## src/rtl/jtcop_rom_pkg.sv

```systemverilog
// Shared types and address helpers for the jtcop ROM fetch slot.
package jtcop_rom_pkg;

    typedef enum logic [1:0] {
        IDLE = 2'd0,
        REQ  = 2'd1,
        WAIT = 2'd2
    } state_t;

    localparam int LINE_WORDS = 2;

    // Line tag: one 32-bit line holds four bytes, two half-words or one word.
    function automatic logic [31:0] tag_of(input logic [31:0] addr, input logic [5:0] dw);
        case (dw)
            6'd8:    tag_of = addr >> 2;
            6'd16:   tag_of = addr >> 1;
            default: tag_of = addr;
        endcase
    endfunction

    function automatic logic [1:0] sel_of(input logic [31:0] addr, input logic [5:0] dw);
        case (dw)
            6'd8:    sel_of = addr[1:0];
            6'd16:   sel_of = {1'b0, addr[0]};
            default: sel_of = 2'd0;
        endcase
    endfunction

endpackage

```

## src/rtl/jtcop_rom_fetch_if.sv

```systemverilog
// Client read port plus SDRAM bank port of one ROM fetch slot.
interface jtcop_rom_fetch_if #(
    parameter int AW = 17,
    parameter int DW = 32
);
    logic [AW-1:0] addr;
    logic          cs;
    logic          clr;
    logic          ok;
    logic [DW-1:0] dout;
    logic [21:0]   sdram_addr;
    logic          sdram_req;
    logic          sdram_ack;
    logic          data_dst;
    logic          data_rdy;
    logic [15:0]   data_read;

    modport master (
        output addr, cs, clr, sdram_ack, data_dst, data_rdy, data_read,
        input  ok, dout, sdram_addr, sdram_req
    );

    modport slave (
        input  addr, cs, clr, sdram_ack, data_dst, data_rdy, data_read,
        output ok, dout, sdram_addr, sdram_req
    );
endinterface

```

## src/rtl/jtcop_rom_line.sv

```systemverilog
// One cache entry: tag, valid bit and a 32-bit line written per SDRAM word.
module jtcop_rom_line
    import jtcop_rom_pkg::*;
#(
    parameter int TW = 16
) (
    input  logic                  i_clk,
    input  logic                  i_rst,
    input  logic                  i_clr,
    input  logic                  i_we,
    input  logic                  i_valid,
    input  logic [LINE_WORDS-1:0] i_wstrb,
    input  logic [31:0]           i_wdata,
    input  logic [TW-1:0]         i_wtag,
    input  logic [TW-1:0]         i_ctag,
    output logic                  o_match,
    output logic                  o_valid,
    output logic [31:0]           o_data
);
    logic [TW-1:0] r_tag;
    logic          r_valid;
    logic [31:0]   r_data;

    // Entry storage; clr wins over a simultaneous refill.
    always_ff @(posedge i_clk) begin
        if (i_rst) begin
            r_tag   <= {TW{1'b0}};
            r_valid <= 1'b0;
            r_data  <= 32'd0;
        end else begin
            if (i_we) begin
                r_tag   <= i_wtag;
                r_valid <= i_valid;
            end
            for (int w = 0; w < LINE_WORDS; w++) begin
                if (i_we && i_wstrb[w]) begin
                    r_data[16*w +: 16] <= i_wdata[16*w +: 16];
                end
            end
            if (i_clr) begin
                r_valid <= 1'b0;
            end
        end
    end

    assign o_match = r_valid && (r_tag == i_ctag);
    assign o_valid = r_valid;
    assign o_data  = r_data;
endmodule

```

## src/rtl/jtcop_rom_fetch.sv

```systemverilog
// ROM read slot: 2-entry line cache in front of one SDRAM bank port.
module jtcop_rom_fetch
    import jtcop_rom_pkg::*;
#(
    parameter int          AW     = 17,
    parameter int          DW     = 32,
    parameter logic [21:0] OFFSET = 22'h0
) (
    input  logic               i_clk,
    input  logic               i_rst,
    jtcop_rom_fetch_if.slave   bus
);
    localparam int TW    = (DW == 8) ? AW - 2 : (DW == 16) ? AW - 1 : AW;
    localparam int N_ENT = 2;

    if (DW != 8 && DW != 16 && DW != 32) begin : g_bad_dw
        $error("jtcop_rom_fetch: DW must be 8, 16 or 32");
    end

    state_t        r_state, w_next;
    logic [TW-1:0] r_tag, w_tag;
    logic [21:0]   r_sdram_addr;
    logic [15:0]   r_w0, r_w1, w_fill_w0, w_fill_w1;
    logic          r_wcnt, r_clr_seen, r_lru;
    logic          w_start, w_fill, w_fill_valid, w_victim, w_hit_idx, w_ok;
    logic [N_ENT-1:0] w_match, w_valid;
    logic [31:0]   w_data [N_ENT];
    logic [31:0]   w_line;
    logic [DW-1:0] w_dout;

    assign w_tag = TW'(tag_of(32'(bus.addr), 6'(DW)));

    for (genvar gi = 0; gi < N_ENT; gi++) begin : g_line
        jtcop_rom_line #(.TW(TW)) u_line (
            .i_clk   (i_clk),
            .i_rst   (i_rst),
            .i_clr   (bus.clr),
            .i_we    (w_fill && (w_victim == 1'(gi))),
            .i_valid (w_fill_valid),
            .i_wstrb ({LINE_WORDS{1'b1}}),
            .i_wdata ({w_fill_w1, w_fill_w0}),
            .i_wtag  (r_tag),
            .i_ctag  (w_tag),
            .o_match (w_match[gi]),
            .o_valid (w_valid[gi]),
            .o_data  (w_data[gi])
        );
    end

    // clr masks ok in the very cycle it is raised, before the valid bits fall.
    assign w_ok         = bus.cs && (w_match != {N_ENT{1'b0}}) && !bus.clr;
    assign w_hit_idx    = w_match[0] ? 1'b0 : 1'b1;
    assign w_line       = w_match[0] ? w_data[0] : w_data[1];
    assign w_fill_valid = !r_clr_seen && !bus.clr;

    if (DW == 8) begin : g_dout8
        logic [1:0] w_sel;
        assign w_sel  = sel_of(32'(bus.addr), 6'd8);
        assign w_dout = w_line[{w_sel, 3'b000} +: 8];
    end else if (DW == 16) begin : g_dout16
        logic w_sel;
        assign w_sel  = 1'(sel_of(32'(bus.addr), 6'd16));
        assign w_dout = w_line[{w_sel, 4'b0000} +: 16];
    end else begin : g_dout32
        assign w_dout = w_line;
    end

    assign bus.ok         = w_ok;
    assign bus.dout       = w_ok ? w_dout : {DW{1'b0}};
    assign bus.sdram_req  = (r_state == REQ);
    assign bus.sdram_addr = r_sdram_addr;

    // Next state and one-cycle start/fill strobes.
    always_comb begin
        w_next  = r_state;
        w_start = 1'b0;
        w_fill  = 1'b0;
        case (r_state)
            IDLE: begin
                if (bus.cs && !w_ok) begin
                    w_next  = REQ;
                    w_start = 1'b1;
                end else begin
                    w_next = IDLE;
                end
            end
            REQ: begin
                if (bus.sdram_ack) begin
                    w_next = WAIT;
                end else begin
                    w_next = REQ;
                end
            end
            WAIT: begin
                if (bus.data_dst && bus.data_rdy) begin
                    w_next = IDLE;
                    w_fill = 1'b1;
                end else begin
                    w_next = WAIT;
                end
            end
            default: w_next = IDLE;
        endcase
    end

    // The word arriving with data_rdy goes straight into the refilled entry.
    always_comb begin
        w_fill_w0 = r_w0;
        w_fill_w1 = r_w1;
        if (bus.data_dst && !r_wcnt) begin
            w_fill_w0 = bus.data_read;
        end else if (bus.data_dst) begin
            w_fill_w1 = bus.data_read;
        end else begin
            w_fill_w0 = r_w0;
            w_fill_w1 = r_w1;
        end
    end

    // Refill goes to an invalid entry first, otherwise to the LRU one.
    always_comb begin
        w_victim = r_lru;
        if (!w_valid[0]) begin
            w_victim = 1'b0;
        end else if (!w_valid[1]) begin
            w_victim = 1'b1;
        end else begin
            w_victim = r_lru;
        end
    end

    // FSM state register.
    always_ff @(posedge i_clk) begin
        if (i_rst) begin
            r_state <= IDLE;
        end else begin
            r_state <= w_next;
        end
    end

    // Request registers, burst word buffer and LRU pointer.
    always_ff @(posedge i_clk) begin
        if (i_rst) begin
            r_tag        <= {TW{1'b0}};
            r_sdram_addr <= OFFSET;
            r_w0         <= 16'd0;
            r_w1         <= 16'd0;
            r_wcnt       <= 1'b0;
            r_clr_seen   <= 1'b0;
            r_lru        <= 1'b0;
        end else begin
            if (w_start) begin
                r_tag        <= w_tag;
                r_sdram_addr <= OFFSET + 22'({w_tag, 1'b0});
                r_wcnt       <= 1'b0;
                r_clr_seen   <= 1'b0;
            end
            if (r_state == WAIT && bus.data_dst) begin
                if (!r_wcnt) r_w0 <= bus.data_read;
                else         r_w1 <= bus.data_read;
                r_wcnt <= 1'b1;
            end
            if ((r_state == REQ || r_state == WAIT) && bus.clr) begin
                r_clr_seen <= 1'b1;
            end
            if (w_fill)    r_lru <= ~w_victim;
            else if (w_ok) r_lru <= ~w_hit_idx;
        end
    end
endmodule

```

## src/flat_wrapper.sv

```systemverilog
// flat-port wrapper written by rule: the top's interface ports become plain ports
module jtcop_rom_fetch_flat import jtcop_rom_pkg::*;
#(
    parameter int          AW     = 17,
    parameter int          DW     = 32,
    parameter logic [21:0] OFFSET = 22'h0
)
  (i_clk, i_rst, bus_addr, bus_cs, bus_clr, bus_sdram_ack, bus_data_dst, bus_data_rdy, bus_data_read, bus_ok, bus_dout, bus_sdram_addr, bus_sdram_req);
  jtcop_rom_fetch_if #(.AW(AW), .DW(DW)) bus_i ();
  input  logic i_clk;
  input  logic i_rst;
  input wire logic [$bits(bus_i.addr)-1:0] bus_addr;
  input wire logic [$bits(bus_i.cs)-1:0] bus_cs;
  input wire logic [$bits(bus_i.clr)-1:0] bus_clr;
  input wire logic [$bits(bus_i.sdram_ack)-1:0] bus_sdram_ack;
  input wire logic [$bits(bus_i.data_dst)-1:0] bus_data_dst;
  input wire logic [$bits(bus_i.data_rdy)-1:0] bus_data_rdy;
  input wire logic [$bits(bus_i.data_read)-1:0] bus_data_read;
  output wire logic [$bits(bus_i.ok)-1:0] bus_ok;
  output wire logic [$bits(bus_i.dout)-1:0] bus_dout;
  output wire logic [$bits(bus_i.sdram_addr)-1:0] bus_sdram_addr;
  output wire logic [$bits(bus_i.sdram_req)-1:0] bus_sdram_req;
  assign bus_i.addr = bus_addr;
  assign bus_i.cs = bus_cs;
  assign bus_i.clr = bus_clr;
  assign bus_i.sdram_ack = bus_sdram_ack;
  assign bus_i.data_dst = bus_data_dst;
  assign bus_i.data_rdy = bus_data_rdy;
  assign bus_i.data_read = bus_data_read;
  assign bus_ok = bus_i.ok;
  assign bus_dout = bus_i.dout;
  assign bus_sdram_addr = bus_i.sdram_addr;
  assign bus_sdram_req = bus_i.sdram_req;
  jtcop_rom_fetch #(.AW(AW), .DW(DW), .OFFSET(OFFSET)) u_core (.i_clk(i_clk), .i_rst(i_rst), .bus(bus_i));
endmodule
```

## config.mk

```make
export PLATFORM = sky130hd
export DESIGN_NAME = jtcop_rom_fetch_flat
export DESIGN_NICKNAME = d
export VERILOG_FILES = /design/src/rtl/jtcop_rom_pkg.sv /design/src/rtl/jtcop_rom_fetch_if.sv /design/src/rtl/jtcop_rom_line.sv /design/src/rtl/jtcop_rom_fetch.sv /design/src/flat_wrapper.sv
export SDC_FILE = /design/constraint.sdc
export NUM_CORES = 1
export LEC_CHECK = 0
export CAP_MARGIN = 20
export CORE_UTILIZATION = 45
export DETAILED_ROUTE_END_ITERATION = 10
export PLACE_DENSITY_LB_ADDON = 0.2
export SLEW_MARGIN = 20
export SYNTH_ARGS = -nofsm -noshare
export SYNTH_HDL_FRONTEND = slang
export SYNTH_HIERARCHICAL = 1
export SYNTH_SLANG_ARGS = --single-unit
```

## constraint.sdc

```tcl
create_clock -name i_clk -period 5.73 [get_ports i_clk]
set_clock_uncertainty 0.2 [all_clocks]
set_input_delay 0.573 -clock i_clk [delete_from_list [all_inputs] [get_ports i_clk]]
set_output_delay 0.573 -clock i_clk [all_outputs]
set_load 0.1 [all_outputs]
```

Yosys cells after proc, flatten, opt, wreduce, memory -nomap -nowiden

Index checks and enable logic that the tools add are counted.

Flip-flop bits (word level): 154
Bits in latches: 0
Memory bits (writable): 0
ROM bits: 0
Bits of input ports: 40
Output and inout bits: 56
Memories kept: 0

$add $sub $neg: 0
$mul: 0
Div/mod/pow operators: 0
$lt $le $gt $ge: 0
Equality and inequality tests: 4
Shifts and indexed selects: 0
Multiplexer cells: 20
Bitwise gates (word level): 2
Reductions and logical operators: 25

Operators by type and width:

| operator           | count |
|---|---|
| $mux 32            | 2 |
| $mux 16            | 3 |
| $eq 17x17->1       | 2 |
| $logic_and 1x1->1  | 12 |
| $mux 1             | 12 |
| $reduce_bool 2->1  | 4 |
| $pmux 2 s3         | 1 |
| $logic_not 1->1    | 4 |
| $mux 2             | 2 |
| $reduce_and 2->1   | 2 |
| $eq 2x1->1 const B | 1 |
| $eq 2x2->1 const B | 1 |
| $logic_not 2->1    | 1 |
| $not 1->1          | 2 |
| $reduce_or 2->1    | 1 |
| $logic_or 1x1->1   | 1 |

Longest topological paths before layout

Gate-level depths: netlist (run 1).

Word-level depth: 11
Gate-level depth with buffers: 9
Depth with buffers taken out: 7

Modules after synthesis

The synthesis (run 1) kept the hierarchy.

By module, submodules not included:

| module          | times used | cells an instance | area each (um^2) | sequential area each (um^2) |
|---|---|---|---|---|
| jtcop_rom_line  | 2          | 223               | 1,946.9          | 1,001.0 |
| jtcop_rom_fetch | 1          | 370               | 3,151.8          | 1,081.0 |

Worst setup path before layout (run 1)

OpenSTA, ideal clock, no wires.

Path type: input to output
From: in bus_addr[12]
To: out bus_dout[10]
Arrival time: 3,000 ps
Required time: 4,957 ps
Slack: 1,957 ps
Stages: 8
Path buffers: 2
Path through: xor2_1 > nor4_1 > nand3_1 > nor4_2 > buf_4 > buf_2 > mux2i_1 > nor2_1

Cells in the longest elaborated chain, start to end: 6

RTL lines:

| element                         | line                  | source |
|---|---|---|
| start, declared                 | flat_wrapper.sv:12    | `input wire logic [$bits(bus_i.addr)-1:0] bus_addr;` |
| $eq 17x17->1 (*)                | jtcop_rom_line.sv:46  | `assign o_match = r_valid && (r_tag == i_ctag);` |
| $logic_and 1x1->1 (*)           | jtcop_rom_line.sv:46  |  |
| via u_core.w_match[0]           | jtcop_rom_fetch.sv:26 | `logic [N_ENT-1:0] w_match, w_valid;` |
| $reduce_bool 2->1               | jtcop_rom_fetch.sv:51 | `assign w_ok = bus.cs && (w_match != {N_ENT{1'b0}}) && !bus.clr;` |
| $logic_and 1x1->1 (2 in series) | jtcop_rom_fetch.sv:51 |  |
| $mux 32 (*)                     | jtcop_rom_fetch.sv:69 | `assign bus.dout = w_ok ? w_dout : {DW{1'b0}};` |
| end, declared                   | flat_wrapper.sv:20    | `output wire logic [$bits(bus_i.dout)-1:0] bus_dout;` |

The timed path passes the listed nets; every way through them passes the cells marked *.

Worst setup path after layout (run 1)

From: in bus_addr[12]
To: out bus_dout[14]

Same word-level chain as after synthesis.

==> flow_summary.ini, run 1 <==
[setup_path]
cp_max_fo = 11
crit_path_cell_trace = clkdlybuf4s50_1 > xor2_1 > nor4_1 > nand3_1 > nor4_4 > buf_4 > mux2i_1 > nor2_1 > buf_4
cp_top_family = simple AND/OR/NAND/NOR gates
startpoint = bus_addr[12]
crit_top_cell = buf_4
timing.rr.start = u_core/g_line[0].u_line/r_tag[12]
rr_worst_depth = 7
slowest_delay_ps = 800
path_class = primary input to output pin
r2r-end = u_core/bus.sdram_addr[4]
crit_path_start_kind = primary input
worstPathArrival_ps = 3500
r2r_slack_ps = 2360
slowest_stage = nor4_4
cp-end-kind = output pin
crit_buf_inv = 3
crit_required_ps = 4960

[place]
routabilityCongestion = 0.749
post_dp_cell_area_um2 = 7870
hpwl_mm = 10.2
preCtsSetupSlack_ps = 1410
portBuffers = 90

[clock_tree]
clk_latency_ps = 420
cts_max_level = 4
cts_buffer_depth = 2
cts.sinks = 154
tritoncts = done
ctsHoldBuffers = 0
cts_setup_buffers = 0
cts.repair.resized = 0
clk_pin_slew_ps = 60
cts_buffers = 17
cts_root_buffer = clkbuf_16

[logic_synthesis]
yosysTopAreaCell = dfxtp_1
synth_area_um2 = 7050
synth_warnings = 6
ys_ff_latch = 154
synth.distinct_cells = 39
seq_area_frac_synth_pct = 43.8
synth_area_leaders = dfxtp_1 44%, mux2i_1 12%, nand2_1 11%
syn_inst = 816
syn_avg_cell_area_um2 = 8.63
synth_top_cell_area_share_pct = 43.8

[global_routing]
grt_antenna_before_repair = 0
grt_start_max_net_pins = 73
grt.total_usage_pct = 19.7
grt_pass1_vias = 4946
grt_pass1_wl_mm = 25.1
grt-ovfl-total = 0

[route]
post-route-drc-count = 0
vias_per_cell = 4.93
vias = 5457
firstDrtPassIters = 4
drt_iter0_drc = 267
avgRoutedWirePerCell_um = 14.0
postRouteAntennaNets = 0
routed_wl_mm = 15.5

[layout]
nFillCells = 1429
syn2layout_area_growth_pct = 20.6
multi_input_area_um2 = 3620
nets = 927
stdcell_area_um2 = 8500
final_core_util_pct = 55.7
antenna_cells = 0
seq_area_um2 = 3080
final_layout_size_suffix_gt1_share_pct = 12.7

[run]
maxCapViolCount = 0

[sta]
worst_pin_slew_ps = 1050
rsz0062_at_grt = false
fin_crit_ps = 4280
slew_violations = 0
finalHoldViolCount = 0
max_slew_margin_pct = 29.7
fin_ws_ps = 1450
post-route-period-util_pct = 74.7
setup_violations = 0
fmax_mhz = 234
finalSetupTns_ps = 0

[status]
status = finished clean

[power_and_ir_drop]
ir_drop_mv = 0.221
p_leak_nw = 2.88
p_per_area_nw_per_um2 = 298

[die]
die-area_um2 = 16200
dieHeight_um = 127
die_w_um = 127
ios = 96
rows = 45
initial_core_util_pct = 46.2
core_area_um2 = 15300

[min_path]
hold_depth = 2
hold_class = register to register
worstHoldStart = u_core/g_line[1].u_line/o_data[7]
whs_endpoint = u_core/g_line[1].u_line/o_data[7]
[where the power goes]
| part | switching [W] | internal, W | leakage [nW] |
|---|---|---|---|
| Clock | 0.000457 | 0.000742 | 0.299 |
| Combinational | 0.000159 | 0.0000782 | 1.34 |
| Sequential | 0.0000130 | 0.00108 | 1.24 |
| Total | 0.000629 | 0.00190 | 2.88 |
[synth_stat cells (all sizes together)]
library cell / count
nand4: 6
dfxtp: 154
nor2b: 2
nand2: 201
ha: 4
o21a: 1
conb: 2
inv: 4
a21oi: 97
or2b: 1
a311oi: 1
nand3b: 1
nand3: 4
o211a: 1
o22ai: 2
o21ai: 2
and3b: 1
nor2: 69
nand2b: 38
mux2i: 85
nor3b: 1
clkbuf: 17
a22oi: 1
nor3: 3
buf: 43
and3: 1
mux2: 32
xor2: 8
nor4: 4
xnor2: 26
and2: 4
[logic make-up after synthesis]
logic type               synth area share [%]
multiplexers                             17.2
adder cells (fa/ha/maj)                 0.710
buffers and inverters                    5.67
flip-flops                               43.8
XOR/XNOR                                 4.23
other                                   0.107
AO/OA/AOI/OAI                            7.74
AND/OR/NAND/NOR                          20.5
[placed cells by master, fill, tap and decap left out, drive strengths merged, types with 3 or more instances in the layout]
master         count
nand4              6
mux2i             85
a21oi             97
clkinv             4
nor3               3
ha                 4
nand3              4
mux2              32
nor4               4
buf               41
xor2               8
clkinvlp           4
dfxtp            154
inv                6
clkdlybuf4s50     56
nand2b            38
conb              13
clkbuf            18
nor2              69
xnor2             26
and2               4
nand2            201
bufinv             4
[routing by layer]
layer  GRT usage [%]  wire, um
met5               0         0
met4            7.07       250
met1            26.3      7580
met3            4.56       591
met2            31.3      7060
[per-stage QoR]
step           instances  total power (W)  hold slack, ps
4_1_cts             1107          0.00256             252
3_3_place_gp        1075          0.00136             239
6_report            1107          0.00253             252
2_1_floorplan        827          0.00129             233
5_1_grt             1107          0.00262             268
3_5_place_dp        1075          0.00136             243
[worst min-delay path, cell delays in order (launching register included)]
cell and delay (ps):
dfxtp_1 310, nand2_1 50, a21oi_1 50
[worst max-delay path by stage]
stage	endpoint	depth (start not counted)
2_1_floorplan	bus_dout[10]	8
3_3_place_gp	bus_dout[2]	9
3_5_place_dp	bus_dout[14]	9
4_1_cts	bus_dout[14]	9
5_1_grt	bus_dout[0]	9
6_report	bus_dout[14]	9
[final cells by class]
type                            count  share of cell area [%]
Sequential cell                   154                    36.3
Multi-Input combinational cell    609                    42.6
Inverter                            4                   0.177
Clock buffer                       18                    5.17
Tap cell                          211                    3.11
Timing Repair Buffer               97                    10.4
Clock inverter                     14                    2.30
[registers in the layout, indices dropped and copies added (netlist names)]
| signal | cells |
|---|---|
| u_core/g_line.u_line/o_data | 64 |
| u_core/r_lru | 1 |
| u_core/r_wcnt | 1 |
| u_core/g_line.u_line/o_valid | 2 |
| u_core/r_state | 2 |
| u_core/bus.sdram_addr | 17 |
| u_core/r_clr_seen | 1 |
| u_core/g_line.u_line/r_tag | 34 |
| u_core/r_w1 | 16 |
| u_core/r_w0 | 16 |
(Power assumes the default switching activity.)
==> inputs of run 2 (changes only) <==
- clock period: 5.73 -> 3.7 ns (I/O delays scaled with it)
==> run 2 against run 1 <==
Net effect: utilization is 3.1 points higher; routed wire length increased by 2.9%; worst hold slack got worse by 10 ps; register-to-register slack worse by 1500 ps.
==> flow_summary.ini, run 2 (synthesized netlist as in run 1, its figures left out) <==
[power_and_ir_drop]
p_total_w = 0.00399
ir_drop_mv = 0.322
clockPowerShare_pct = 48.0
p_leak_nw = 3.01
switching_share_pct = 23.8
power.internal_w = 0.00304
p_per_area_nw_per_um2 = 444
power_frac_seq_pct = 42.6
switching_power_w = 0.000950
p_comb_share_pct = 9.4

[die]
rows = 45
ios = 96
die-area_um2 = 16200
initial_core_util_pct = 46.2
core_area_um2 = 15300
dieHeight_um = 127
die_w_um = 127

[sta]
worst_pin_slew_ps = 977
fmax_mhz = 300
setup_violations = 0
slew_violations = 0
max_slew_margin_pct = 34.7
post-route-period-util_pct = 90.0
rsz0062_at_grt = false
finalSetupTns_ps = 0
holdWs_ps = 242
finalHoldViolCount = 0
fin_crit_ps = 3330

[status]
status = finished clean

[min_path]
worstHoldStart = i_rst
hold_class = primary input to register
hold_depth = 2

[layout]
stdcell_area_um2 = 8980
antenna_cells = 0
syn2layout_area_growth_pct = 27.4
final_layout_size_suffix_gt1_share_pct = 12.8
largest_reg_flops = 64
nets = 930
final_common_cell = nand2_1
final_cell_mix = 198 x nand2_1, 154 x dfxtp_1, 96 x a21oi_1
nFillCells = 1366

[clock_tree]
cts.sinks = 154
cts_root_buffer = clkbuf_16
clk_latency_ps = 420
cts_buffer_depth = 2
cts_setup_buffers = 0
tritoncts = done
cts.repair.resized = 0
cts_buffers = 17
cts_max_level = 4
ctsHoldBuffers = 0
clk_pin_slew_ps = 60

[global_routing]
grt_antenna_before_repair = 0
grt_pass1_vias = 5163
grt_start_max_net_pins = 80
grt-ovfl-total = 0
grt_pass1_wl_mm = 26.3
grt.total_usage_pct = 20.7

[route]
firstDrtPassIters = 5
routed_wl_mm = 15.9
postRouteAntennaNets = 0
avgRoutedWirePerCell_um = 14.3
post-route-drc-count = 0
drt_iter0_drc = 319
vias_per_cell = 4.95
vias = 5500

[setup_path]
startpoint = bus_addr[12]
timing.rr.start = u_core/r_state[0]
rr_worst_depth = 7
cp_max_fo = 32
cp-end-kind = output pin
worstPathArrival_ps = 2760
crit_path_start_kind = primary input
crit_required_ps = 3130
path_class = primary input to output pin

[place]
routabilityCongestion = 0.748
portBuffers = 90
hpwl_mm = 10.6
post_dp_cell_area_um2 = 8330

[run]
maxCapViolCount = 0
## run 2: metal layers
| layer | routed length [um] | track usage, % |
|---|---|---|
| met4 | 175 | 6.93 |
| met3 | 549 | 4.69 |
| met1 | 7460 | 26.5 |
| met2 | 7740 | 34.6 |
| met5 | 0 | 0 |
## run 2: path summary, 6_finish.rpt
| check | to | slack, ps |
|---|---|---|
| setup / recovery | bus_dout[28] | 370 |
| hold / removal | u_core/g_line[1].u_line/r_tag[11] | 240 |
| setup reg to reg | u_core/g_line[1].u_line/o_data[23] | 900 |
| hold reg to reg | u_core/g_line[0].u_line/o_data[17] | 250 |
## run 2: area by class of cell
type / count / area [um2] / area share, %
Inverter: 4 / 15.0 / 0.167
Timing Repair Buffer: 100 / 1340 / 14.9
Clock inverter: 11 / 191 / 2.13
Multi-Input combinational cell: 609 / 3620 / 40.3
Sequential cell: 154 / 3080 / 34.3
Tap cell: 211 / 264 / 2.94
Clock buffer: 21 / 460 / 5.13
## run 2: critical path, stage by stage
cell and delay (ps):
clkdlybuf4s50_1 460, xor2_1 160, nor4_1 380, nand3_1 190, nor4_4 320, buf_12 310
mux2i_1 120, nor2_1 200, buf_12 210
## run 2: stage by stage
stage / setup slack (ps) / util, % / instances
3_5_place_dp: 390 / 54.6 / 1078
5_1_grt: 197 / 58.8 / 1110
3_3_place_gp: 430 / 54.6 / 1078
6_report: 372 / 58.8 / 1110
2_1_floorplan: 333 / - / 827
4_1_cts: 361 / 58.8 / 1110
## run 2: power groups by stage
stage | clock (W) | combinational [W] | sequential (W)
final | 0.00191 | 0.000373 | 0.00170
after global routing | 0.00202 | 0.000393 | 0.00170
after CTS | 0.00194 | 0.000375 | 0.00170
after detailed placement | 0 | 0.000373 | 0.00174
after global placement | 0 | 0.000372 | 0.00174
after floorplan | 0 | 0.000166 | 0.00183
==> inputs of run 3 (changes only) <==
- CTS_CLUSTER_DIAMETER: unset -> 100
==> results of run 3 <==
Same layout as run 2: the final DEF is identical, and so are final timing and power.
==> RTL edit, RTL diff (settings of run 2) <==
`AW` is set to 17 in 3 places; all go to 34.
--- a/src/rtl/jtcop_rom_fetch_if.sv
+++ b/src/rtl/jtcop_rom_fetch_if.sv
@@ -1,6 +1,6 @@
 // Client read port plus SDRAM bank port of one ROM fetch slot.
 interface jtcop_rom_fetch_if #(
-    parameter int AW = 17,
+    parameter int AW = 34,
     parameter int DW = 32
 );
     logic [AW-1:0] addr;
--- a/src/rtl/jtcop_rom_fetch.sv
+++ b/src/rtl/jtcop_rom_fetch.sv
@@ -2,7 +2,7 @@
 module jtcop_rom_fetch
     import jtcop_rom_pkg::*;
 #(
-    parameter int          AW     = 17,
+    parameter int          AW     = 34,
     parameter int          DW     = 32,
     parameter logic [21:0] OFFSET = 22'h0
 ) (
--- a/src/flat_wrapper.sv
+++ b/src/flat_wrapper.sv
@@ -1,7 +1,7 @@
 // flat-port wrapper written by rule: the top's interface ports become plain ports
 module jtcop_rom_fetch_flat import jtcop_rom_pkg::*;
 #(
-    parameter int          AW     = 17,
+    parameter int          AW     = 34,
     parameter int          DW     = 32,
     parameter logic [21:0] OFFSET = 22'h0
 )
Interface: changed (resized bus_addr); port bits go from 96 to 113. No check against the original RTL was run, so the function may have changed too.
==> RTL edit against run 2 <==
- area after synthesis increased by 32%
- combinational power increased by 30%
- routed wire length increased by 32%
- worst setup slack got worse by 0.17 ns
- sequential share of layout area increased by 0.75 points
- die area increased by 31%
- cell area increased by 29%
- sequential cell count increased by 49
- total power increased by 24%
- sequential power increased by 32%
- core utilization decreased by 1.6 points
- critical path type unchanged
- largest cell class unchanged
- highest routed layer unchanged
==> RTL edit: results <==
metrics = {
    "placement": {
        "port_buffers": 109,
        "dp_cells": 1374,
        "gp_congestion": 0.770,
        "dp_hpwl_mm": 14.0,
    },
    "worst_setup_path": {
        "ff2ff_path_depth": 9,
        "cp.arrival_ns": 2.93,
        "slowest_stage": "or4_1",
        "crit_fanout": 33,
        "slowest_delay_ns": 0.62,
    },
    "clocking": {
        "clkLatencyLatePin_ns": 0.50,
        "htreeDepth": 1,
        "cts_max_path_buffers": 3,
        "cts_buffers": 23,
    },
    "synthesis": {
        "yosysSeqAreaShare": 0.437,
        "synth_cell_types": 37,
        "synth_cells": 1052,
        "synth.area.top_cells": "dfxtp_1 44%, mux2i_1 14%, nand2_1 8.1%",
        "yosys-top-cells-count": "203 x dfxtp_1, 201 x nand2_1, 134 x mux2i_1, 103 x nor2_1, 97 x a21oi_1",
        "synth_mux_area_frac": 0.183,
        "synth_xor_area_frac": 0.0640,
        "synth_fa_ha_area_frac": 0.00538,
        "synth_compound_area_frac": 0.0583,
    },
    "status": {
        "outcome": "finished, final reports clean",
    },
    "grt": {
        "met1_usage": 0.245,
        "track_usage": 0.196,
        "met3_usage": 0.0326,
        "grt_pass1_wl_mm": 33.9,
        "use_met2": 0.346,
    },
    "final_layout": {
        "fin_cells": 1415,
        "largest-register": "u_core/g_line.u_line/r_tag",
        "fill_cells": 1834,
        "largest_register_ffs": 68,
        "final_layout_size_suffix_gt1_frac": 0.109,
        "nNetsFinal": 1191,
    },
    "route": {
        "met2_length_mm": 10.2,
        "m1WireLength_mm": 9.39,
        "drt_pass1_iterations": 4,
        "drtIter0Drc": 299,
        "vias_per_cell": 4.97,
        "route.met3.wl_um": 830,
        "drt_wl_total_mm": 21.0,
    },
    "min_path": {
        "hold-path-endpoint": "u_core/g_line[1].u_line/r_tag[21]$_SDFFE_PP0P_",
    },
    "power_and_ir_drop": {
        "p_leak_nw": 3.99,
        "irDropWorstVdd_uv": 279,
    },
}
[RTL edit: layout make-up]
cell class                 instances  area (um2)  area share
multi-input combinational        772        4800       0.415
sequential                       203        4060       0.351
timing repair buffer             126        1630       0.140
clock buffer                      36         714      0.0617
tap                              270         338      0.0292
clock inverter                     4        23.8     0.00205
inverter                           4        15.0     0.00130
[RTL edit: worst max path at each step]
stage	from	endpoint	slack [ns]
finish	bus_addr[6]	bus_dout[26]	0.20
global route	bus_addr[31]	bus_dout[16]	0.04
CTS	bus_addr[6]	bus_dout[16]	0.12
detailed placement	bus_addr[6]	bus_dout[19]	0.13
global placement	bus_addr[6]	bus_dout[19]	0.13
floorplan	bus_addr[6]	bus_dout[10]	0.14
[RTL edit: cells by family after synthesis]
family	Yosys count
AND/OR/NAND/NOR	412
buffers and inverters	92
adder cells (fa/ha/maj)	4
XOR/XNOR	68
flip-flops	203
multiplexers	166
other	2
AO/OA/AOI/OAI	105
[RTL edit: power breakdown]
| part | switching [W] | leakage, nW | internal [W] |
|---|---|---|---|
| Clock | 0.000877 | 0.369 | 0.00132 |
| Sequential | 0.0000320 | 1.64 | 0.00222 |
| Combinational | 0.000306 | 1.98 | 0.000179 |
| Total | 0.00121 | 3.99 | 0.00372 |
[RTL edit: per-stage QoR]
stage | utilization | setup WS, ns | hold WS [ns] | power [W]
floorplan | - | 0.142 | 0.233 | 0.00264
global placement | 0.535 | 0.131 | 0.238 | 0.00278
detailed placement | 0.535 | 0.125 | 0.244 | 0.00279
CTS | 0.571 | 0.119 | 0.160 | 0.00499
global route | 0.572 | 0.0410 | 0.210 | 0.00510
finish | 0.572 | 0.198 | 0.174 | 0.00493
[RTL edit: repair_timing]
item | in CTS | in global routing
hold buffers | 0 | 0
endpoints found under the setup margin | 0 | 1
buffers inserted | 0 | 1
resized for setup | 0 | 0
